--- config.mk ---
export PLATFORM = sky130hd
export DESIGN_NAME = traffic_intersection
export DESIGN_NICKNAME = d
export VERILOG_FILES = /design/src/rtl/traffic_pkg.sv /design/src/rtl/phase_timer.sv /design/src/rtl/traffic_intersection.sv
export SDC_FILE = /design/constraint.sdc
export NUM_CORES = 1
export LEC_CHECK = 0
export CAP_MARGIN = 0
export CORE_UTILIZATION = 50
export CTS_BUF_LIST = sky130_fd_sc_hd__clkbuf_16
export DETAILED_ROUTE_END_ITERATION = 8
export GPL_TIMING_DRIVEN = 0
export PLACE_DENSITY = 0.74
export SLEW_MARGIN = 30
export SYNTH_ARGS = -nofsm -noshare
export SYNTH_HDL_FRONTEND = slang
export SYNTH_SLANG_ARGS = --single-unit
--- constraint.sdc ---
create_clock -name clk -period 2.55 [get_ports clk]
set_clock_uncertainty 0.1 [all_clocks]
set_input_delay 0.51 -clock clk [delete_from_list [all_inputs] [get_ports clk]]
set_output_delay 0.51 -clock clk [all_outputs]
set_load 0.01 [all_outputs]
--- src/rtl/traffic_pkg.sv ---
// Shared encodings for the traffic intersection controller: FSM states,
// per-direction light codes ({R,G,Y}) and small elaboration-time helpers.
package traffic_pkg;

   typedef enum logic [2:0] {
      ST_GREEN   = 3'd0,
      ST_YELLOW  = 3'd1,
      ST_ALL_RED = 3'd2,
      ST_WALK    = 3'd3,
      ST_FLASH   = 3'd4
   } state_e;

   localparam logic [2:0] LIGHT_RED    = 3'b100;
   localparam logic [2:0] LIGHT_GREEN  = 3'b010;
   localparam logic [2:0] LIGHT_YELLOW = 3'b001;
   localparam logic [2:0] LIGHT_OFF    = 3'b000;

   // Light code of one direction, given the state, whether that direction is
   // the one being served, and the current flash half-period.
   function automatic logic [2:0] light_code(input state_e st, input logic is_active,
                                             input logic flash_on);
      logic [2:0] code;
      case (st)
         ST_GREEN:  code = is_active ? LIGHT_GREEN  : LIGHT_RED;
         ST_YELLOW: code = is_active ? LIGHT_YELLOW : LIGHT_RED;
         ST_FLASH:  code = flash_on  ? LIGHT_YELLOW : LIGHT_OFF;
         default:   code = LIGHT_RED;
      endcase
      return code;
   endfunction

   // Counter width: enough bits to hold (largest duration - 1), never below 1.
   function automatic int timer_width(input int a, input int b, input int c,
                                      input int d, input int e);
      int m;
      int w;
      m = a;
      if (b > m) m = b;
      if (c > m) m = c;
      if (d > m) m = d;
      if (e > m) m = e;
      w = $clog2(m);
      return (w < 1) ? 1 : w;
   endfunction

endpackage

--- src/rtl/phase_timer.sv ---
// Loadable down-counter that times one phase. done_o is high while the count
// is zero; the count parks at zero until the next load.
module phase_timer #(
   parameter int             W       = 3,
   parameter logic [W-1:0]   RST_VAL = '0
) (
   input  logic         clk,
   input  logic         rst,
   input  logic         en_i,
   input  logic         load_i,
   input  logic [W-1:0] load_val_i,
   output logic         done_o
);

   logic [W-1:0] count_q;

   // Load on phase entry, otherwise count down towards zero while enabled.
   always_ff @(posedge clk or posedge rst) begin
      if (rst) begin
         count_q <= RST_VAL;
      end else if (en_i) begin
         if (load_i) begin
            count_q <= load_val_i;
         end else if (count_q != '0) begin
            count_q <= count_q - 1'b1;
         end
      end
   end

   assign done_o = (count_q == '0);

endmodule

--- src/rtl/traffic_intersection.sv ---
// Multi-direction traffic light controller with pedestrian phase and a
// flashing-yellow override. All outputs come straight from registers.
module traffic_intersection
   import traffic_pkg::*;
#(
   parameter int NUM_DIR    = 2,
   parameter int GREEN_CYC  = 8,
   parameter int YELLOW_CYC = 3,
   parameter int ALLRED_CYC = 2,
   parameter int WALK_CYC   = 6,
   parameter int FLASH_CYC  = 4
) (
   input  logic                 clk,
   input  logic                 rst,
   input  logic                 en,
   input  logic                 ped_req,
   input  logic                 flash_mode,
   output logic [3*NUM_DIR-1:0] light,
   output logic                 walk,
   output logic [1:0]           active_dir
);

   localparam int CW = timer_width(GREEN_CYC, YELLOW_CYC, ALLRED_CYC, WALK_CYC, FLASH_CYC);

   localparam logic [CW-1:0] GREEN_LD  = CW'(GREEN_CYC - 1);
   localparam logic [CW-1:0] YELLOW_LD = CW'(YELLOW_CYC - 1);
   localparam logic [CW-1:0] ALLRED_LD = CW'(ALLRED_CYC - 1);
   localparam logic [CW-1:0] WALK_LD   = CW'(WALK_CYC - 1);
   localparam logic [CW-1:0] FLASH_LD  = CW'(FLASH_CYC - 1);
   localparam logic [1:0]    LAST_DIR  = 2'(NUM_DIR - 1);

   state_e               state_q, state_d;
   logic [1:0]           dir_q, dir_d;
   logic                 pend_q, pend_d;
   logic                 flash_on_q, flash_on_d;
   logic [3*NUM_DIR-1:0] light_q, light_d;
   logic                 walk_q, walk_d;

   logic                 tmr_load;
   logic [CW-1:0]        tmr_val;
   logic                 tmr_done;
   logic [1:0]           next_dir;

   phase_timer #(
      .W       (CW),
      .RST_VAL (ALLRED_LD)
   ) u_timer (
      .clk        (clk),
      .rst        (rst),
      .en_i       (en),
      .load_i     (tmr_load),
      .load_val_i (tmr_val),
      .done_o     (tmr_done)
   );

   assign next_dir = (dir_q == LAST_DIR) ? 2'd0 : dir_q + 2'd1;

   // Next-state logic: flash override first, then timed phase sequencing.
   always_comb begin
      state_d    = state_q;
      dir_d      = dir_q;
      pend_d     = pend_q;
      flash_on_d = flash_on_q;
      tmr_load   = 1'b0;
      tmr_val    = '0;

      if (en) begin
         // Requests are latched everywhere except WALK (ignored) and FLASH (held).
         if (ped_req && state_q != ST_WALK && state_q != ST_FLASH) begin
            pend_d = 1'b1;
         end

         if (flash_mode) begin
            if (state_q != ST_FLASH) begin
               state_d    = ST_FLASH;
               flash_on_d = 1'b1;
               tmr_load   = 1'b1;
               tmr_val    = FLASH_LD;
            end else if (tmr_done) begin
               flash_on_d = ~flash_on_q;
               tmr_load   = 1'b1;
               tmr_val    = FLASH_LD;
            end
         end else if (state_q == ST_FLASH) begin
            // Park on the last direction so the following GREEN serves direction 0.
            state_d  = ST_ALL_RED;
            dir_d    = LAST_DIR;
            tmr_load = 1'b1;
            tmr_val  = ALLRED_LD;
         end else if (tmr_done) begin
            tmr_load = 1'b1;
            case (state_q)
               ST_GREEN: begin
                  state_d = ST_YELLOW;
                  tmr_val = YELLOW_LD;
               end
               ST_YELLOW: begin
                  state_d = ST_ALL_RED;
                  tmr_val = ALLRED_LD;
               end
               ST_ALL_RED: begin
                  if (pend_q) begin
                     state_d = ST_WALK;
                     pend_d  = 1'b0;
                     tmr_val = WALK_LD;
                  end else begin
                     state_d = ST_GREEN;
                     dir_d   = next_dir;
                     tmr_val = GREEN_LD;
                  end
               end
               ST_WALK: begin
                  state_d = ST_GREEN;
                  dir_d   = next_dir;
                  tmr_val = GREEN_LD;
               end
               default: begin
                  state_d = ST_ALL_RED;
                  tmr_val = ALLRED_LD;
               end
            endcase
         end
      end
   end

   // Per-direction decode of the next state into light codes.
   for (genvar gi = 0; gi < NUM_DIR; gi++) begin : g_dir
      assign light_d[3*gi +: 3] = light_code(state_d, dir_d == 2'(gi), flash_on_d);
   end

   assign walk_d = (state_d == ST_WALK);

   // FSM and output registers; with en low every _d equals its _q, so all hold.
   always_ff @(posedge clk or posedge rst) begin
      if (rst) begin
         state_q    <= ST_ALL_RED;
         dir_q      <= LAST_DIR;
         pend_q     <= 1'b0;
         flash_on_q <= 1'b0;
         light_q    <= {NUM_DIR{LIGHT_RED}};
         walk_q     <= 1'b0;
      end else begin
         state_q    <= state_d;
         dir_q      <= dir_d;
         pend_q     <= pend_d;
         flash_on_q <= flash_on_d;
         light_q    <= light_d;
         walk_q     <= walk_d;
      end
   end

   assign light      = light_q;
   assign walk       = walk_q;
   assign active_dir = dir_q;

endmodule

# ---- After elaboration in Yosys (flattened, before gate mapping)
# Cells that the tools add are included.
# W data, S select, Z words.
dict set report classes {
  eq_ne 10
  bitwise 1
  n_addsub 2
  reduce_logical 9
  n_mux 45
}
# operator count
set ops {}
lappend ops {{$mux W3} 14}
lappend ops {{$pmux W3 S3} 3}
lappend ops {{$mux W2} 10}
lappend ops {{$mux W1} 16}
lappend ops {{$eq A3 B2 Y1 const B} 3}
lappend ops {{$logic_not A3 Y1} 3}
lappend ops {{$eq A3 B3 Y1 const B} 2}
lappend ops {{$pmux W2 S3} 1}
lappend ops {{$eq A2 B1 Y1 const B} 2}
lappend ops {{$pmux W2 S2} 1}
lappend ops {{$eq A3 B1 Y1 const B} 1}
lappend ops {{$ne A3 B2 Y1 const B} 1}
lappend ops {{$ne A3 B3 Y1 const B} 1}
lappend ops {{$reduce_bool A3 Y1} 1}
lappend ops {{$sub A3 B1 Y3 const B} 1}
lappend ops {{$add A2 B1 Y2 const B} 1}
lappend ops {{$logic_and A1 B1 Y1} 2}
lappend ops {{$logic_not A2 Y1} 1}
lappend ops {{$reduce_and A2 Y1} 1}
lappend ops {{$reduce_bool A2 Y1} 1}
lappend ops {{$not A1 Y1} 1}
dict set report word_totals {
  inputBits 5
  reg_bits 17
  out_inout_bits 9
  word_cells 74
}

# ---- Logic depth before layout (Yosys ltp)
dict set report depth {
  word_depth 11
  depth_mapped 8
  mapped_depth_nobuf 8
}

# ---- By module
# From an unflattened synthesis, not the netlist that was laid out.
dict set report unflattened {
  cells_unflattened 112
  hier_area_um2 1048.5
}
# mod area_each_um2 n_inst cells_each seq_area_each_um2
set by_module_without_submodules {}
lappend by_module_without_submodules {traffic_intersection 822.0 1 89 355.3}
lappend by_module_without_submodules {phase_timer 226.5 1 23 76.3}

# ---- Worst setup path before layout
# OpenSTA, ideal clock, no wires.
dict set report synth_timing {
  path_type {register to register}
  from {register u_timer.count_q[0]}
  to {register light_q[4] (netlist: light[4])}
  setup_ns 0.073
  path_slack_ns 0.602
  arrival_time_ns 1.775
  required_time_ns 2.377
  synth_period_minus_slack_ns 1.948
  n_path_buf 0
  path_stages_with_launch 8
  cell_sequence {dfstp_2 -> inv_1 -> ha_1 -> and4bb_2 -> a311o_1 -> o211ai_1 -> and2_1 -> nor2b_1}
}
dict set report synth_between {
  elab_chain_cells 8
  elab_cells_between_ends 15
  cone_classes {eq/ne: 3; mux: 10; reduce/logical: 2}
}
# item line_no
set synth_rtl {}
lappend synth_rtl {{from (decl)} phase_timer.sv:15} ;# logic [W-1:0] count_q;
lappend synth_rtl {{from (signal assigned)} phase_timer.sv:23} ;# count_q <= load_val_i;
lappend synth_rtl {{from (signal assigned)} phase_timer.sv:25} ;# count_q <= count_q - 1'b1;
lappend synth_rtl {{$logic_not A3 Y1 (*)} phase_timer.sv:30} ;# assign done_o = (count_q == '0);
lappend synth_rtl {{$mux W2} traffic_intersection.sv:90} ;# end else if (tmr_done) begin
lappend synth_rtl {{$mux W2} traffic_intersection.sv:84} ;# end else if (state_q == ST_FLASH) begin
lappend synth_rtl {{$mux W2} traffic_intersection.sv:73} ;# if (flash_mode) begin
lappend synth_rtl {{$mux W2} traffic_intersection.sv:67} ;# if (en) begin
lappend synth_rtl {{$eq A2 B1 Y1} traffic_intersection.sv:128} ;# assign light_d[3*gi +: 3] = light_code(state_d, dir_d == 2'(gi), flash_on_d);
lappend synth_rtl {{$mux W3} traffic_pkg.sv:24} ;# ST_GREEN: code = is_active ? LIGHT_GREEN : LIGHT_RED;
lappend synth_rtl {{$pmux W3 S3 (*)} traffic_pkg.sv:23} ;# case (st)
lappend synth_rtl {{net light_d[4]} traffic_intersection.sv:36} ;# logic [3*NUM_DIR-1:0] light_q, light_d;
lappend synth_rtl {{to (signal assigned)} traffic_intersection.sv:140} ;# light_q <= {NUM_DIR{LIGHT_RED}};
lappend synth_rtl {{to (signal assigned)} traffic_intersection.sv:147} ;# light_q <= light_d;
lappend synth_rtl {{to (decl)} traffic_intersection.sv:36}
# Mark *: on every way through the listed nets, which the timed path passes. The rest lies on a longest branch.
# A chain may end at the register's enable or synchronous reset.

# ---- Worst setup path in the final report
dict set report layout_timing {
  from {input en}
  to {register light_q[2] (netlist: light[2])}
}
dict set report layout_between {
  elab_cells_between_ends 9
  cone_classes {eq/ne: 2; mux: 5; reduce/logical: 2}
}
# item line_no
set layout_lines {}
lappend layout_lines {{from (decl)} traffic_intersection.sv:15} ;# input logic en,
lappend layout_lines {{$mux W3 (*)} traffic_intersection.sv:67}
lappend layout_lines {{net state_d[0]} traffic_intersection.sv:32} ;# state_e state_q, state_d;
lappend layout_lines {{$eq A3 B3 Y1, or another cell as far along} traffic_pkg.sv:23}
lappend layout_lines {{$pmux W3 S3 (*)} traffic_pkg.sv:23}
lappend layout_lines {{net light_d[2]} traffic_intersection.sv:36}
# Marked as above.

==> qor.csv <==
metric;value;unit
cp-start-kind;input port;
die-area;2245;um^2
maxCapViolCount;0;
wl_per_cell;14.45;um
placed_cells;149;
internal_power;0.9032;mW
clockBufferDepth;2;
clk_pin_slew_worst_paths;0.05;ns
synth_flop_cell;dfrtp_1;
yosys-top-cells-count;dfrtp_1 (12), inv_1 (11), nand2_1 (10), o21ai_0 (8), dfstp_2 (5);
path_max_fanout;10;
setup_viol;0;
clock-root-buffer;clkbuf_16;
end_kind;flop;
grt_use_total;23.44;%
tns;0;ns
final_hold_viol_count;0;
synth.yosys.seq_area_share;41.92;%
vias;895;
tightest_slew;0.6367;ns
via_per_inst;5.850;
nets;134;
synth-edff-count;0;
insertion_delay;0.24;ns
fp.dieH;47.38;um
period_minus_slack;2.165;ns
async_flop_share;100.0;%
gp_congestion;0.8401;
num_rows;16;
start_util;53.03;%
fmax;461.9;MHz
core_area;1942;um^2
wl;2211;um
p_comb_share;49.1;%
grt_overflow;0;
irDropWorstVdd;0.6060;mV
switching_share;37.30;%
seqPwrFrac;29.9;%
cts_hold_buffers;0;
cts_made_buffers;3;
cts_max_level;1;
yosysTopAreaCellShare;29.16;%
port_buffers;13;
drc_errors;0;
fin_crit_sh;84.91;%
drt_iter0_markers;17;
cts_sinks;17;
p_leak;0.5503;nW
report.final.slew_viol_count;0;
first_pass_iters;4;
hpwl;1603;um
grt_max_degree;18;
criticalPathCategory;in -> reg;
max_slew_margin;57.51;%
area_growth;23.57;%
synth_nets;116;
yosys_register_bits;17;
drive_gt1_share;15.08;%
rsz0062_at_grt;false;
power_density;1132;nW/um^2
status;finished clean;
min-delay-path-class;reg -> reg;
chipWidth;47.38;um
synthTopCellsByArea;dfrtp_1 (29%), dfstp_2 (13%), inv_1 (4.0%);
final_util;65.53;%
cts_resized;0;
synth_cell_type_count;46;
grt_pass1_vias;810;
detail-route-antenna-nets;0;
power.switching;0.5373;mW
syn-cell-area;1030;um^2
syn_area_per_cell;9.447;um^2
yosysWarnings;0;
cts_setup_buffers;0;
synth.most_common_cell;dfrtp_1;
cts_tree;built;
arrival;2.23;ns
yosysTopAreaCell;dfrtp_1;
synth_cells;109;
final-instance-count-excl-fill;153;
p_clk_share;21.0;%
n_antenna_cell;0;
grt_pass1_wl;3560;um
antenna_found_initial;0;
io_pins;14;
crit_required;2.62;ns
-- stage by stage --
stage	hold WS [ns]	setup WS, ns	instance area [um^2]	total power [mW]
after floorplan	0.3324	0.6024	1030	0.9350
after global placement	0.3991	0.1251	1194	1.117
after detailed placement	0.4053	0.1566	1194	1.138
after CTS	0.4153	0.4018	1272	1.450
after global routing	0.4230	0.1943	1272	1.550
final	0.4081	0.3849	1272	1.441
-- cell usage in the layout, fill, tap and decap left out, types with 2 or more instances in the layout --
cell / count
clkbuf_16: 3
dfrtp_1: 12
o21ai_0: 8
nand3b_1: 2
a211oi_1: 2
clkdlybuf4s50_1: 13
buf_2: 2
nor2_1: 4
ha_1: 2
nand2b_1: 3
inv_1: 12
dfstp_2: 5
o211ai_1: 2
nand2_1: 10
nand3_1: 4
nor2b_1: 3
a31oi_1: 2
and2b_1: 2
a21oi_1: 4
o21ai_1: 2
xnor2_1: 2
-- registers in the layout, summed over array words and instances, names as in the netlist --
| register | cells |
|---|---|
| walk | 1 |
| flash_on_q | 1 |
| u_timer.count_q | 3 |
| state_q | 3 |
| active_dir | 2 |
| light | 6 |
| pend_q | 1 |
-- power groups by stage --
stage	clock (mW)	sequential (mW)	combinational [mW]
floorplan	0	0.445	0.490
global placement	0	0.429	0.687
detailed placement	0	0.433	0.705
CTS	0.307	0.430	0.712
global route	0.324	0.439	0.787
finish	0.303	0.430	0.708
-- cell type report --
type | instances | area, um^2
multi-input cells | 76 | 524.3
clock inverters | 1 | 3.754
repair buffers | 13 | 130.1
clock buffers | 3 | 75.07
plain buffers | 5 | 32.53
flip-flops and latches | 17 | 431.7
inverters | 11 | 41.29
fillers | 160 | 669.4
well taps | 27 | 33.78
-- final timing paths --
kind	from	end	slack [ns]	cells after the start
worst max-delay path	en	light[2]	0.38	7
worst min-delay path	u_timer.count_q[1]	u_timer.count_q[1]	0.41	1
worst max register to register	u_timer.count_q[0]	light[0]	0.42	7
worst min register to register	u_timer.count_q[1]	u_timer.count_q[1]	0.41	1
max in group asynchronous	rst	flash_on_q	1.39	2
min in group asynchronous	rst	state_q[0]	0.55	2
-- cell families (layout without fill, tap and decap cells) --
group | count (synthesis) | count (layout) | share of synthesized area (%)
simple gates | 36 | 36 | 20.66
compound gates | 34 | 34 | 24.06
flops | 17 | 17 | 41.92
buf+inv | 16 | 33 | 7.169
fa+ha+maj | 2 | 2 | 2.430
xor+xnor | 2 | 2 | 1.701
mux | 2 | 2 | 2.066
-- worst max-delay path, stage by stage --
cell and delay (ns):
clkdlybuf4s50_1 0.56, clkbuf_1 0.42, o41ai_2 0.16, o22ai_2 0.23
inv_1 0.12, o21ai_0 0.15, nand2_1 0.07
-- metal layers --
metal | vias to the layer above | global-route usage [%] | share of wire, % | routed length, um
li1 | 426 | - | - | -
met1 | 429 | 31.16 | 43 | 945
met2 | 34 | 36.99 | 49 | 1074
met3 | 6 | 3.462 | 6.1 | 135
met4 | 0 | 12.00 | 2.5 | 56
met5 | - | 0 | 0 | 0
Power figures use the tool's default switching activity.
==> RTL change 1: new RTL, config.mk and constraints unchanged <==
Reset style: synchronous (`rst`), changed in 2 clocked blocks.
--- a/src/rtl/phase_timer.sv
+++ b/src/rtl/phase_timer.sv
@@ -15,7 +15,7 @@
    logic [W-1:0] count_q;
 
    // Load on phase entry, otherwise count down towards zero while enabled.
-   always_ff @(posedge clk or posedge rst) begin
+   always_ff @(posedge clk) begin
       if (rst) begin
          count_q <= RST_VAL;
       end else if (en_i) begin
--- a/src/rtl/traffic_intersection.sv
+++ b/src/rtl/traffic_intersection.sv
@@ -131,7 +131,7 @@
    assign walk_d = (state_d == ST_WALK);
 
    // FSM and output registers; with en low every _d equals its _q, so all hold.
-   always_ff @(posedge clk or posedge rst) begin
+   always_ff @(posedge clk) begin
       if (rst) begin
          state_q    <= ST_ALL_RED;
          dir_q      <= LAST_DIR;
Check against the original RTL: differs if rst is asserted again (counterexample within 4 cycles, from zero or initial values and one cycle with rst high); with rst held inactive, the same outputs for 10 cycles.
==> RTL change 1 against the original RTL <==
Via count is 0.22% lower; sequential cell count stayed put; utilization is 2.4 points higher; maximum frequency is 6.3% lower; largest cell class unchanged; synthesized area is 6.1% lower; setup slack worse by 150 ps; routed wire length is 0.36% lower; non-clock buffer count is 1 higher; design area is 5.8% lower; sequential share of layout area is 5.5 points lower.
Power is not compared: it rests on default switching activity, and its combinational part moved more than twofold at a synthesized area within 25%.
==> RTL change 1: results (changes against the original RTL) <==
| Metric | This run | Change |
|---|---|---|
| Area share of fa/ha/maj cells after synthesis | 2.59% | was 2.43% |
| Proportion of register bits with asynchronous set or reset after synthesis | 0% | was 100% |
| Synth cell count leaders | dfxtp_1 (17), nor2_1 (9), nor2b_1 (7) | was dfrtp_1 (12), inv_1 (11), nand2_1 (10) |
| Stage delay of the slowest cell on the critical path | 480 ps | was 560 ps |
| Complex-gate fraction of the synthesized area | 23.8% | was 24.1% |
| Result of the run | complete, no violations | unchanged |
| Average wire length per cell after detail routing | 14.7 um | was 14.5 um |
| Number of cells on the worst reg-to-reg path | 8 | was 7 |
| Number of non-clock buffers in the layout | 19 | was 18 |
| Distinct cell type count of the synthesized netlist | 45 | was 46 |
| Wire length on met2 | 1090 um | was 1070 um |
| Multiplexer share of the synthesized area | 1.03% | was 2.07% |
| Largest net degree at the start of global routing | 11 | was 18 |
| Xor-xnor portion of the synthesized cell area | 1.81% | was 1.70% |
| Sequential cell area share | 28.4% | was 33.9% |
| 1st-iter DRT viols | 24 | was 17 |
| Met3 Wirelength | 73 um | was 135 um |
| Arrival time reported for the critical path endpoint | 2340 ps | was 2230 ps |
| Share of post-route cells with drive strength above 1 | 13.6% | was 15.1% |
| Number of I/O port buffers | 12 | was 13 |
| Filler Cells Inserted | 153 | was 160 |
| Transition at the pin with the smallest max-transition slack | 513 ps | was 637 ps |
| CP Capture Point | light[2]$_SDFF_PP1_ | was light[2]$_DFF_PP1_ |
| M3 GR Usage | 3.57% | was 3.46% |
| Top flip-flop cell by instance count after synthesis | dfxtp_1 | was dfrtp_1 |
| Weighted congestion at the end of routability-driven global placement | 0.833 | was 0.840 |
| Sequential-to-total area share from yosys stat | 35.2% | was 41.9% |
| Met1 track demand over resource in global routing | 30.1% | was 31.2% |
| Wire length on met1 | 1010 um | was 945 um |
| Via count of the first global-routing pass | 804 | was 810 |
| Met2 Track Usage GR | 39.4% | was 37.0% |
| Setup slack of the worst register-to-register path | 450 ps | was 420 ps |
| Hold Path Sink | u_timer.count_q[0]$_SDFFE_PP1P_ | was u_timer.count_q[1]$_DFFE_PP0P_ |
| Clock network area share | 6.68% | was 6.19% |
| Multi-input combinational area share | 47.2% | was 41.2% |
==> RTL change 1: changes by cell type after synthesis, moves of 3 or more <==
cell,delta
dfstp_2,-5
dfrtp_1,-12
nor3_1,+3
nor2_1,+5
dfxtp_1,+17
nor2b_1,+4
nand2_1,-7
o21ai_0,-5
inv_1,-7
==> RTL change 1: through the flow <==
| stage | cell area (sq um) | setup slack [ps] | util, % | hold WS [ps] | total power, uW |
|---|---|---|---|---|---|
| floorplan | 967 | 654 | - | 340 | 377 |
| global placement | 1120 | 71.6 | 63.4 | 352 | 407 |
| global route | 1200 | 191 | 67.9 | 403 | 751 |
| finish | 1200 | 239 | 67.9 | 369 | 721 |
| CTS | 1200 | 265 | 67.9 | 369 | 724 |
| detailed placement | 1120 | 53.7 | 63.4 | 356 | 409 |
==> RTL change 1: critical path: cells and delay by family <==
kind | cells | cell delay (ps)
AO/OA/AOI/OAI | 1 | 310
buffers and inverters | 2 | 690
AND/OR/NAND/NOR | 3 | 840
==> RTL change 2: new RTL, config.mk and constraints unchanged <==
Made on the original files. The parameter `FLASH_CYC` goes from 4 to 8.
--- a/src/rtl/traffic_intersection.sv
+++ b/src/rtl/traffic_intersection.sv
@@ -8,7 +8,7 @@
    parameter int YELLOW_CYC = 3,
    parameter int ALLRED_CYC = 2,
    parameter int WALK_CYC   = 6,
-   parameter int FLASH_CYC  = 4
+   parameter int FLASH_CYC  = 8
 ) (
    input  logic                 clk,
    input  logic                 rst,
Behaviour: not the same (Yosys sat finds a counterexample within 10 cycles, from zero or initial values and one cycle with rst high).
==> RTL change 2 against the original RTL <==
Final cell count increased by 1.3%; synthesized area increased by 1.8%; setup slack got worse by 63 ps; sequential share of layout area decreased by 0.49 points; total power decreased by 3.8%; routed wire length increased by 3.1%; utilization increased by 0.29 points; global-route usage decreased by 1.5 points; die area increased by 1.8%; sequential cell count unchanged; worst hold slack improved by 18 ps; register-to-register slack got worse by 90 ps; design area increased by 1.5%; critical path type unchanged.
==> RTL change 2: results (changes against the original RTL) <==
| Metric | This run | Change |
|---|---|---|
| Worst slack after detailed placement | 98.9 ps | was 157 ps |
| Clock tree root driver cell | clkbuf_16 | unchanged |
| H-tree depth | 1 | unchanged |
| Min-Delay Path Class | flip-flop to flip-flop | unchanged |
| Estimated wirelength of the detail-placed design | 1570 um | was 1600 um |
| Clock buffer depth | 2 | unchanged |
| Stage delay of the slowest cell on the critical path | 530 ps | was 560 ps |
| 1st-iter DRT viols | 27 | was 17 |
| Top flip-flop cell by instance count after synthesis | dfrtp_1 | unchanged |
| Sequential-to-total area share from yosys stat | 41.2% | was 41.9% |
| Number of I/O port buffers | 13 | unchanged |
| Net switching power | 495 uW | was 537 uW |
| Synth cell count leaders | dfrtp_1 (12), o21ai_0 (9), nand2_1 (7) | was dfrtp_1 (12), inv_1 (11), nand2_1 (10) |
| Weighted congestion at the end of routability-driven global placement | 0.774 | was 0.840 |
| Transition at the pin with the smallest max-transition slack | 717 ps | was 637 ps |
| Number of diodes | 0 | unchanged |
| Initial antenna violation count | 0 | unchanged |
| Worst path top cell family by delay | buffers and inverters | unchanged |
| Result of the run | complete, no violations | unchanged |
| Overall routing resource usage | 21.9% | was 23.4% |
| Placed standard-cell area | 1210 sq um | was 1190 sq um |
| Vias | 881 | was 895 |
| Crit-path max FO | 10 | unchanged |
| First drt pass iteration count | 5 | was 4 |
| Number of buffers added by the clock tree synthesis step | 3 | unchanged |
| Worst skew pair latency | 250 ps |  |
| Total detailed-routing wirelength | 2280 um | was 2210 um |
| Number of warning messages in the yosys log | 0 | unchanged |
| CP max stage cell | clkdlybuf4s50_1 | unchanged |
| Number of flip-flops under the largest register name | 6 | unchanged |
| Number of nets in the final layout | 136 | was 134 |
| Via count of the first global-routing pass | 777 | was 810 |
| Filler Cells Inserted | 186 | was 160 |
| Post-synth net total | 118 | was 116 |
| Global-route wire length before repair | 3310 um | was 3560 um |
| Clk slew on worst S/H paths | 50 ps | about the same |
| Proportion of register bits with asynchronous set or reset after synthesis | 100% | unchanged |
| Worst VDD drop | 0.000623 V | was 0.000606 V |
| Largest net degree at the start of global routing | 18 | unchanged |
| Share of post-route cells with drive strength above 1 | 21.1% | was 15.1% |
| Number of gates resized after CTS | 0 | unchanged |
| Arrival time reported for the critical path endpoint | 2270 ps | was 2230 ps |
| Total setup buffers inserted after CTS | 0 | unchanged |
| Static leakage | 0.000553 uW | was 0.000550 uW |
| Distinct cell type count of the synthesized netlist | 42 | was 46 |
| Dominant cells by area after synthesis | dfrtp_1 (29%), dfstp_2 (13%), o21ai_0 (4.3%) | was dfrtp_1 (29%), dfstp_2 (13%), inv_1 (4.0%) |
## RTL change 2: changes by cell type in the layout (fill, tap and decap cells not counted), sizes merged, moves of 3 or more
cell	change
inv	-5
a21oi	+3
nor3	+4
nand2	-3
## RTL change 2: power by group through the flow
stage / Sequential, uW / Clock, uW / Combinational (uW)
3_5_place_dp: 434 / 0 / 637
2_1_floorplan: 447 / 0 / 438
5_1_grt: 439 / 330 / 711
4_1_cts: 427 / 319 / 641
3_3_place_gp: 428 / 0 / 618
6_report: 428 / 314 / 644
## RTL change 2: routing by layer
| metal | track usage, % | part of all wire, % | wire (um) |
|---|---|---|---|
| met2 | 35.4 | 45 | 1030 |
| met5 | 0 | 0 | 0 |
| met3 | 4.53 | 5.3 | 121 |
| met1 | 27.5 | 48 | 1090 |
| met4 | 11.7 | 1.6 | 37 |
## RTL change 2: worst paths after layout
path	to	startpoint	slack, ps	cells past startpoint
setup / recovery	light[4]$_DFF_PP0_	en	320	6
hold / removal	flash_on_q$_DFF_PP0_	flash_on_q$_DFF_PP0_	430	1
setup reg to reg	light[0]$_DFF_PP0_	u_timer.count_q[0]$_DFFE_PP1P_	330	7
hold reg to reg	flash_on_q$_DFF_PP0_	flash_on_q$_DFF_PP0_	430	1
max in group asynchronous	light[1]$_DFF_PP0_	rst	1320	2
min in group asynchronous	flash_on_q$_DFF_PP0_	rst	580	2
## RTL change 2: cells by family (layout without fill, tap and decap cells)
| family | after synthesis | count (layout) | synth area share [%] |
|---|---|---|---|
| buffers and inverters | 15 | 32 | 7.28 |
| adders and majority gates | 2 | 2 | 2.39 |
| AOI/OAI and AO/OA | 34 | 34 | 23.4 |
| DFF | 17 | 17 | 41.2 |
| xor gates and xnor gates | 2 | 2 | 1.67 |
| and+or+nand+nor | 41 | 41 | 24.1 |
## RTL change 2: final cells by class
type                            instances  area share, %
Buffer                                  9           4.17
Clock buffer                            3           5.81
Multi-Input combinational cell         79           41.9
Sequential cell                        17           33.4
Inverter                                6           1.74
Tap cell                               27           2.62
Clock inverter                          1          0.291
Timing Repair Buffer                   13           10.1
## RTL change 2: metrics by stage
step           hold WS, ps  std cells  util, %
6_report               427        155     65.8
5_1_grt                484        155     65.8
4_1_cts                427        155     65.8
3_5_place_dp           416        151     61.8
3_3_place_gp           408        151     61.8
2_1_floorplan          332        111        -
